### src/rtl/sumator_serial_cal.sv
// sumator_serial_cal: nibble-serial CLA adder; define SUMATOR_SERIAL_SUB_EN to add the sub port for A - B
module sumator_serial_cal_cla4 (
    input  logic [3:0] a,
    input  logic [3:0] b,
    input  logic       c,
    output logic [3:0] s,
    output logic       gp,
    output logic       gg
);
    logic [3:0] p, g, cc;
    assign p = a ^ b;
    assign g = a & b;
    assign cc[0] = c;
    assign cc[1] = g[0] | (p[0] & c);
    assign cc[2] = g[1] | (p[1] & g[0]) | (p[1] & p[0] & c);
    assign cc[3] = g[2] | (p[2] & g[1]) | (p[2] & p[1] & g[0]) | (p[2] & p[1] & p[0] & c);
    assign gg = g[3] | (p[3] & g[2]) | (p[3] & p[2] & g[1]) | (p[3] & p[2] & p[1] & g[0]);
    assign gp = &p;
    assign s = p ^ cc;
endmodule

module sumator_serial_cal #(
    parameter int NIBBLES = 4
) (
    input  logic                 clk,
    input  logic                 rst,
    input  logic                 in_valid,
    output logic                 in_ready,
    input  logic [4*NIBBLES-1:0] A,
    input  logic [4*NIBBLES-1:0] B,
    input  logic                 cin,
`ifdef SUMATOR_SERIAL_SUB_EN
    input  logic                 sub,
`endif
    output logic                 out_valid,
    input  logic                 out_ready,
    output logic [4*NIBBLES-1:0] sum,
    output logic                 cout,
    output logic                 ovf
);
    localparam int W = 4 * NIBBLES;
    localparam int IW = NIBBLES > 1 ? $clog2(NIBBLES) : 1;
    localparam logic [IW-1:0] LAST = IW'(NIBBLES - 1);
    typedef enum logic [1:0] {IDLE, RUN, DONE} state_t;
    state_t state;
    logic [W-1:0] a_r, b_r;
    logic [IW-1:0] idx;
    logic carry, sl_p, sl_g, carry_n;
    logic [3:0] sl_s;
    sumator_serial_cal_cla4 u_cla (
        .a (a_r[4*idx +: 4]),
        .b (b_r[4*idx +: 4]),
        .c (carry),
        .s (sl_s),
        .gp(sl_p),
        .gg(sl_g)
    );
    assign carry_n = sl_g | (sl_p & carry);
    always_ff @(posedge clk) begin
        if (rst) begin
            state     <= IDLE;
            idx       <= '0;
            carry     <= 1'b0;
            a_r       <= '0;
            b_r       <= '0;
            sum       <= '0;
            cout      <= 1'b0;
            ovf       <= 1'b0;
            in_ready  <= 1'b1;
            out_valid <= 1'b0;
        end else begin
            case (state)
                IDLE: if (in_valid && in_ready) begin
                    a_r      <= A;
`ifdef SUMATOR_SERIAL_SUB_EN
                    b_r      <= sub ? ~B : B;
                    carry    <= sub | cin;
`else
                    b_r      <= B;
                    carry    <= cin;
`endif
                    idx      <= '0;
                    in_ready <= 1'b0;
                    state    <= RUN;
                end
                RUN: begin
                    sum[4*idx +: 4] <= sl_s;
                    carry           <= carry_n;
                    idx             <= idx + IW'(1);
                    if (idx == LAST) begin
                        idx       <= '0;
                        cout      <= carry_n;
                        ovf       <= (a_r[W-1] == b_r[W-1]) & (sl_s[3] != a_r[W-1]);
                        out_valid <= 1'b1;
                        state     <= DONE;
                    end
                end
                DONE: if (out_ready) begin
                    out_valid <= 1'b0;
                    in_ready  <= 1'b1;
                    state     <= IDLE;
                end
                default: state <= IDLE;
            endcase
        end
    end
endmodule

### config.mk
export PLATFORM = sky130hd
export DESIGN_NAME = sumator_serial_cal
export DESIGN_NICKNAME = d
export VERILOG_FILES = /design/src/rtl/sumator_serial_cal.sv
export SDC_FILE = /design/constraint.sdc
export NUM_CORES = 1
export LEC_CHECK = 0
export ABC_AREA = 0
export CORE_MARGIN = 5
export CORE_UTILIZATION = 45
export CTS_BUF_LIST = sky130_fd_sc_hd__clkbuf_8
export DETAILED_ROUTE_END_ITERATION = 6
export PLACE_DENSITY = 0.75
export SETUP_SLACK_MARGIN = 0.5
export SKIP_CTS_REPAIR_TIMING = 1
export SLEW_MARGIN = 5
export SYNTH_ARGS = -nofsm -noshare
export SYNTH_HDL_FRONTEND = slang
export SYNTH_SLANG_ARGS = --single-unit
### constraint.sdc
create_clock -name clk -period 6 [get_ports clk]
set_clock_uncertainty 0.1 [all_clocks]
set_input_delay 0.6 -clock clk [delete_from_list [all_inputs] [get_ports clk]]
set_output_delay 0.6 -clock clk [all_outputs]
set_load 0.005 [all_outputs]
==> results of run 1 <==
[metrics by stage]
| stage | util, % | instances | hold WS, ns | total power, mW |
|---|---|---|---|---|
| floorplan | - | 288 | 0.333 | 0.504 |
| global placement | 56.0 | 397 | 0.340 | 0.540 |
| detailed placement | 56.0 | 397 | 0.347 | 0.542 |
| CTS | 59.5 | 413 | 0.356 | 0.894 |
| global route | 59.5 | 413 | 0.378 | 0.925 |
| finish | 59.5 | 413 | 0.354 | 0.887 |
[cell usage in the layout (no fill, tap or decap), types with 6 or more instances in the layout]
cell and n:
dfxtp_1 57, clkdlybuf4s50_1 55, a22oi_1 8, nand2_1 71, nor2_1 27, ha_1 10
clkbuf_8 10, nand4_1 6, mux4_2 8, a21oi_1 40
[registers in the layout, indices dropped and copies added, names as in the netlist, 2 cells and up]
signal  count
a_r        16
idx         2
sum        16
state       2
b_r        16
[cell usage after synthesis (2+ instances only)]
cell / number
inv_1: 3
a32oi_1: 4
a21oi_1: 40
nor2_1: 27
a31o_2: 2
nand2_1: 71
nand4_1: 6
clkbuf_1: 6
a21o_2: 2
nand2b_1: 2
a22oi_1: 8
buf_2: 5
a31oi_1: 2
dfxtp_1: 57
buf_6: 6
nor3_1: 2
ha_1: 10
nor4b_4: 3
nand3b_1: 4
mux4_2: 8
[worst max-delay path, stage by stage, from the launching register on]
cell and delay [ns]:
dfxtp_1 0.93, mux4_2 0.64, ha_1 0.33, a211oi_1 0.28, o21ai_1 0.21, a31o_2 0.29, a311oi_1 0.27
[how the worst max path moves through the flow]
| stage | endpoint | slack [ns] | cells past startpoint |
|---|---|---|---|
| 2_1_floorplan | ovf$_SDFFE_PP0P_ | 3.28 | 7 |
| 3_3_place_gp | ovf$_SDFFE_PP0P_ | 2.96 | 6 |
| 3_5_place_dp | ovf$_SDFFE_PP0P_ | 2.81 | 6 |
| 4_1_cts | ovf$_SDFFE_PP0P_ | 2.81 | 6 |
| 5_1_grt | ovf$_SDFFE_PP0P_ | 2.58 | 6 |
| 6_report | ovf$_SDFFE_PP0P_ | 2.84 | 6 |
[power groups by stage]
stage	sequential, mW	combinational (mW)	clock (mW)
after CTS	0.413	0.122	0.360
after detailed placement	0.421	0.121	0
after floorplan	0.413	0.0908	0
final	0.413	0.121	0.353
after global placement	0.421	0.119	0
after global routing	0.416	0.134	0.375
[area by class of cell]
cell class	instances	area, µm²	area share (%)
inverter	4	15.0	0.450
clock inverter	6	57.6	1.72
sequential	57	1140	34.2
tap	72	90.1	2.70
timing repair buffer	56	556	16.6
multi-input combinational	208	1340	40.2
clock buffer	10	138	4.12
[routing by layer]
layer | vias up | wire length, µm | global-route usage [%]
met5 | - | 0 | 0
met1 | 1007 | 2690 | 21.8
met2 | 58 | 2700 | 23.7
met4 | 0 | 138 | 9.92
met3 | 13 | 323 | 3.80
li1 | 1102 | - | -
[logic make-up (layout without fill, tap and decap cells)]
family	count (synthesis)	after routing	synth area share [%]
adder cells (fa/ha/maj)	11	11	5.52
buffers and inverters	23	76	5.57
XOR/XNOR	1	1	0.333
multiplexers	9	9	7.23
flip-flops	57	57	43.4
AND/OR/NAND/NOR	123	123	23.3
AO/OA/AOI/OAI	64	64	14.7
==> metrics.md, run 1 <==
| Metric | Value |
|---|---|
| Status | `finished clean` |
| Largest net degree at the start of global routing | `58` |
| Die width | `86.4 µm` |
| Ports | `57` |
| Origin of the worst setup path | `idx[0]$_SDFFE_PP0P_` |
| Row count | `27` |
| Seq/Total Area, Yosys | `43.4%` |
| Required @ worst endpoint | `6.14 ns` |
| WP data arrival | `3.30 ns` |
| Worst hold start | `a_r[2]$_SDFFE_PP0P_` |
| Post-route cell area | `3340 µm²` |
| Port bufs | `56` |
| Clock transition at the registers of the reported paths | `0.06 ns` |
| Switching Fraction | `26.1%` |
| Final hold violations | `0` |
| Vias | `2180` |
| Post-synth EDFFs | `0` |
| Final setup violation count | `0` |
| Pint | `656 µW` |
| Final Wtd Congestion | `0.780` |
| Sequential power share | `46.5%` |
| Initial Util | `46.9%` |
| Number of synthesized register bits | `57` |
| Remaining antenna violation count | `0` |
| Die area | `7470 µm²` |
| Die H | `86.4 µm` |
| Max-cap check violation count | `0` |
| Post-synth top area share | `43.4%` |
| Max Fclk | `316 MHz` |
| Clock buffer depth | `2` |
| Final wirelength | `5840 µm` |
| CP Max Fanout | `16` |
| Post-synth ARST share | `0%` |
| Pre-CTS WS | `2.81 ns` |
| Number of vias per cell | `5.28` |
| HP Class | `reg2reg` |
| GR Util All Layers | `16.3%` |
| Worst Setup Slack, final | `2.84 ns` |
| Worst IR Drop VDD | `0.139 mV` |
| WL/cell | `14.2 µm` |
| Worst Hold End | `a_r[2]$_SDFFE_PP0P_` |
| Synthesized area per cell | `9.13 µm²` |
| H-Tree Depth | `3` |
| Tmin final | `3.16 ns` |
| Yosys warnings | `0` |
| Filler Cell Count | `512` |
| Slew @ Worst Pin | `1.12 ns` |
| FF-to-FF setup slack | `2.84 ns` |
| Nets | `384` |
| CTS Buf Count | `9` |
| Cells after Synth | `288` |
| Distinct cells, synth | `40` |
| Fin crit share | `52.7%` |
| Cell depth of the worst flop-to-flop path | `6` |
| Combinational share of power | `13.7%` |
| Clk network pwr share | `39.8%` |
| DRT iter0 DRCs | `135` |
| Vias in the first global route | `2016` |
| DP Area | `3140 µm²` |
| Placeable Area | `5610 µm²` |
| Total Neg Setup Slack | `0 ns` |
| Synth area leaders | `dfxtp_1 (43%), nand2_1 (10%), a21oi_1 (7.6%)` |
| Clk Latency, worst-skew pair | `0.34 ns` |
| Cell taking the most area after synthesis | `dfxtp_1` |
| Drc violations | `0` |
| FF-to-FF End | `ovf$_SDFFE_PP0P_` |
| Syn Nets | `336` |
| Sink Count | `57` |
| RSZ-0062 raised after global routing | `no` |
| Critical path endpoint category | `register` |
| Critical path class | `reg2reg` |
| First-pass GRT wire length | `9580 µm` |
| Crit path launch type | `register` |
| Worst slew margin | `25.4%` |
| P_leak | `1.23 nW` |
| Max-slew violation total from the final report | `0` |
| Ys flop type | `dfxtp_1` |
| GRT overflow | `0` |
| Mapped Area | `2630 µm²` |
| Synth-to-layout area growth | `27.0%` |
| Share of cells above drive strength 1 | `10.9%` |
| Hold Path Cell Cnt | `2` |
| Antenna Cells | `0` |
| TritonCTS clock tree | `built` |
| Net Sw Power | `232 µW` |
| PD cells | `266 nW/µm²` |
| Worst reg2reg startpoint | `idx[0]$_SDFFE_PP0P_` |
| Clock Root Buffer | `clkbuf_8` |
| Hpwl dp | `4150 µm` |
| Antenna violations before repair | `0` |
| Initial DRT Pass Iterations | `4` |
(Power assumes the default switching activity.)
==> run 2, diff against run 1 <==
Clock period 6 ns to 3.02 ns, I/O delays scaled along.
==> run 2 against run 1 <==
Clock power is 99% higher. Non-clock buffer count up 11. First-iteration DRC count rose by 6.7%. Cell count rose by 2.4%. Setup slack worse by 2.3 ns. Total power up 100%. Register-to-register slack got worse by 2.3 ns. Final area grew 4.6%. Critical path depth did not move. Utilization up 2.7 points.
==> metrics.md, run 2 (synthesis gave the netlist of run 1 again) <==
| Metric | Value |
|---|---|
| Final hold violations | `0 (unchanged)` |
| Antenna Cells | `0 (unchanged)` |
| Final setup violation count | `0 (unchanged)` |
| Status | `finished clean` |
| Required @ worst endpoint | `3.16 ns (-2.98 ns)` |
| CP Max Fanout | `8 (-8)` |
| Vias in the first global route | `2094 (+3.9%)` |
| Crit-path leading delay family | `compound AO/OA/AOI/OAI gates` |
| DRT iter0 DRCs | `144 (+6.7%)` |
| Largest stage delay on the critical path | `0.59 ns (-0.34 ns)` |
| HP Class | `reg2reg` |
| WP data arrival | `2.62 ns (-0.68 ns)` |
| Worst slew margin | `34.2% (+8.7 points)` |
| Drc violations | `0 (unchanged)` |
| CP Buf/Inv Count | `0 (unchanged)` |
| FF-to-FF End | `ovf$_SDFFE_PP0P_` |
| Share of cells above drive strength 1 | `15.4% (+4.5 points)` |
| P_leak | `1.29 nW (+5.1%)` |
| Number of vias per cell | `5.36 (+1.5%)` |
| Clk network pwr share | `38.9% (-0.9 points)` |
| Sequential power share | `45.4% (-1.1 points)` |
| Pint | `1.34 mW (+110%)` |
| Worst reg2reg startpoint | `idx[0]$_SDFFE_PP0P_` |
| Placeable Area | `5610 µm² (unchanged)` |
| Worst IR Drop VDD | `0.272 mV (+96%)` |
| Remaining antenna violation count | `0 (unchanged)` |
| Worst Hold End | `a_r[9]$_SDFFE_PP0P_` |
| Final wirelength | `6300 µm (+7.8%)` |
| Metal-1 WL | `2790 µm (+3.8%)` |
| Combinational share of power | `15.7% (+2.0 points)` |
| RSZ-0062 raised after global routing | `yes` |
| WL/cell | `14.9 µm (+5.3%)` |
| Clock buffer depth | `2 (unchanged)` |
| FF-to-FF setup slack | `0.54 ns (-2.30 ns)` |
| Port bufs | `56 (unchanged)` |
| Biggest regs | `a_r x16, b_r x16, sum x16` |
| Routed wl met2 | `2920 µm (+8.5%)` |
| Synth-to-layout area growth | `32.8%` |
| Antenna violations before repair | `0 (unchanged)` |
| Critical path class | `reg2reg` |
| Crit path launch type | `register` |
| Vias | `2267 (+4.0%)` |
| Die H | `86.4 µm (unchanged)` |
| Critical path endpoint category | `register` |
| Max-slew violation total from the final report | `0 (unchanged)` |
| Switching Fraction | `25.3% (-0.79 points)` |
| Max-cap check violation count | `0 (unchanged)` |
| Clock transition at the registers of the reported paths | `0.06 ns (about the same)` |
| Final Wtd Congestion | `0.845 (+8.4%)` |
| Filler Cell Count | `493 (-3.7%)` |
| Hpwl dp | `4420 µm (+6.4%)` |
| GRT overflow | `0 (unchanged)` |
| Net Sw Power | `456 µW (+97%)` |
| Ports | `57 (unchanged)` |
| Met3 WL | `421 µm (+30%)` |
| Initial DRT Pass Iterations | `4 (unchanged)` |
| Total Neg Setup Slack | `0 ns (unchanged)` |
| Max Fclk | `403 MHz (+28%)` |
| Tmin final | `2.48 ns (-0.682 ns)` |
| Sink Count | `57 (unchanged)` |
| Die width | `86.4 µm (unchanged)` |
| First-pass GRT wire length | `10100 µm (+5.2%)` |
| Post-route cell area | `3490 µm² (+4.6%)` |
| Worst hold start | `a_r[9]$_SDFFE_PP0P_` |
| Reg area | `1140 µm² (+0.33%)` |
| Nets | `395 (+2.9%)` |
| CP max stage cell | `mux4_2` |
| CP Cell Sequence | `mux4_2 -> ha_4 -> a21o_2 -> nand4_1 -> a31o_2 -> a311oi_2` |
| Hold Path Cell Cnt | `2 (unchanged)` |
| Clock Root Buffer | `clkbuf_8` |
| Area of the multi-input gates | `1400 µm² (+4.1%)` |
| Fin crit share | `82.1% (+29 points)` |
| H-Tree Depth | `3 (unchanged)` |
| Most frequent cells in the layout | `nand2_1 (70), dfxtp_1 (56), clkdlybuf4s50_1 (55), a21oi_1 (40), nor2_1 (27)` |
| PD cells | `516 nW/µm² (+94%)` |
| GR Util All Layers | `17.3% (+1.0 points)` |
| Largest net degree at the start of global routing | `58 (unchanged)` |
| Final total power | `1.80 mW (+100%)` |
| CTS Buf Count | `9 (unchanged)` |
| Cell depth of the worst flop-to-flop path | `6 (unchanged)` |
| Top sig layer | `met4` |
| Clk Latency, worst-skew pair | `0.34 ns (about the same)` |
| Hold WS | `0.351 ns (-0.00251 ns)` |
| Slew @ Worst Pin | `0.988 ns (-0.131 ns)` |
| Commonest non-fill, non-tap cell in the layout | `nand2_1` |
| TritonCTS clock tree | `built` |
| DP Area | `3160 µm² (+0.60%)` |
| Die area | `7470 µm² (unchanged)` |
| Row count | `27 (unchanged)` |
| Initial Util | `46.9% (unchanged)` |
==> run 2: changes by cell type in the layout (fill, tap and decap cells not counted), sizes merged <==
cell	change
clkinv	-2
buf	+11
clkbuf	+1
inv	+1
clkinvlp	-1
==> run 2: layer usage <==
metal	vias to the layer above	GRT usage, %
met1	1051	22.8
met2	81	25.7
li1	1121	-
met3	14	4.47
met5	-	0
met4	0	9.92
==> run 2: worst min-delay path, stage by stage, from the launching register on <==
cell     delay (ns)
dfxtp_1        0.31
nand2_1        0.05
a21oi_1        0.05
==> run 2: how the worst max path moves through the flow <==
stage,depth (start not counted),endpoint,startpoint
after detailed placement,6,ovf$_SDFFE_PP0P_,idx[0]$_SDFFE_PP0P_
after global routing,6,ovf$_SDFFE_PP0P_,idx[0]$_SDFFE_PP0P_
after global placement,6,ovf$_SDFFE_PP0P_,idx[0]$_SDFFE_PP0P_
final,6,ovf$_SDFFE_PP0P_,idx[0]$_SDFFE_PP0P_
after floorplan,7,ovf$_SDFFE_PP0P_,idx[0]$_SDFFE_PP0P_
after CTS,6,ovf$_SDFFE_PP0P_,idx[0]$_SDFFE_PP0P_
==> run 2: through the flow <==
stage          instances  utilization, %  worst slack, ns
2_1_floorplan        288               -            0.520
5_1_grt              423            62.3            0.443
4_1_cts              414            59.9            0.339
3_3_place_gp         399            56.4            0.464
6_report             423            62.3            0.540
3_5_place_dp         399            56.4            0.372
==> run 2: area by class of cell <==
cell class	count	area share (%)
Tap cell	72	2.58
Inverter	4	0.430
Sequential cell	57	32.8
Clock buffer	11	4.34
Clock inverter	4	1.25
Multi-Input combinational cell	208	40.0
Timing Repair Buffer	67	18.6
==> run 2: power groups by stage <==
stage          combinational (mW)  sequential, mW  clock [mW]
4_1_cts                     0.247           0.822       0.711
6_report                    0.282           0.818       0.701
2_1_floorplan               0.181           0.822           0
5_1_grt                     0.311           0.823       0.749
3_5_place_dp                0.245           0.838           0
3_3_place_gp                0.239           0.837           0
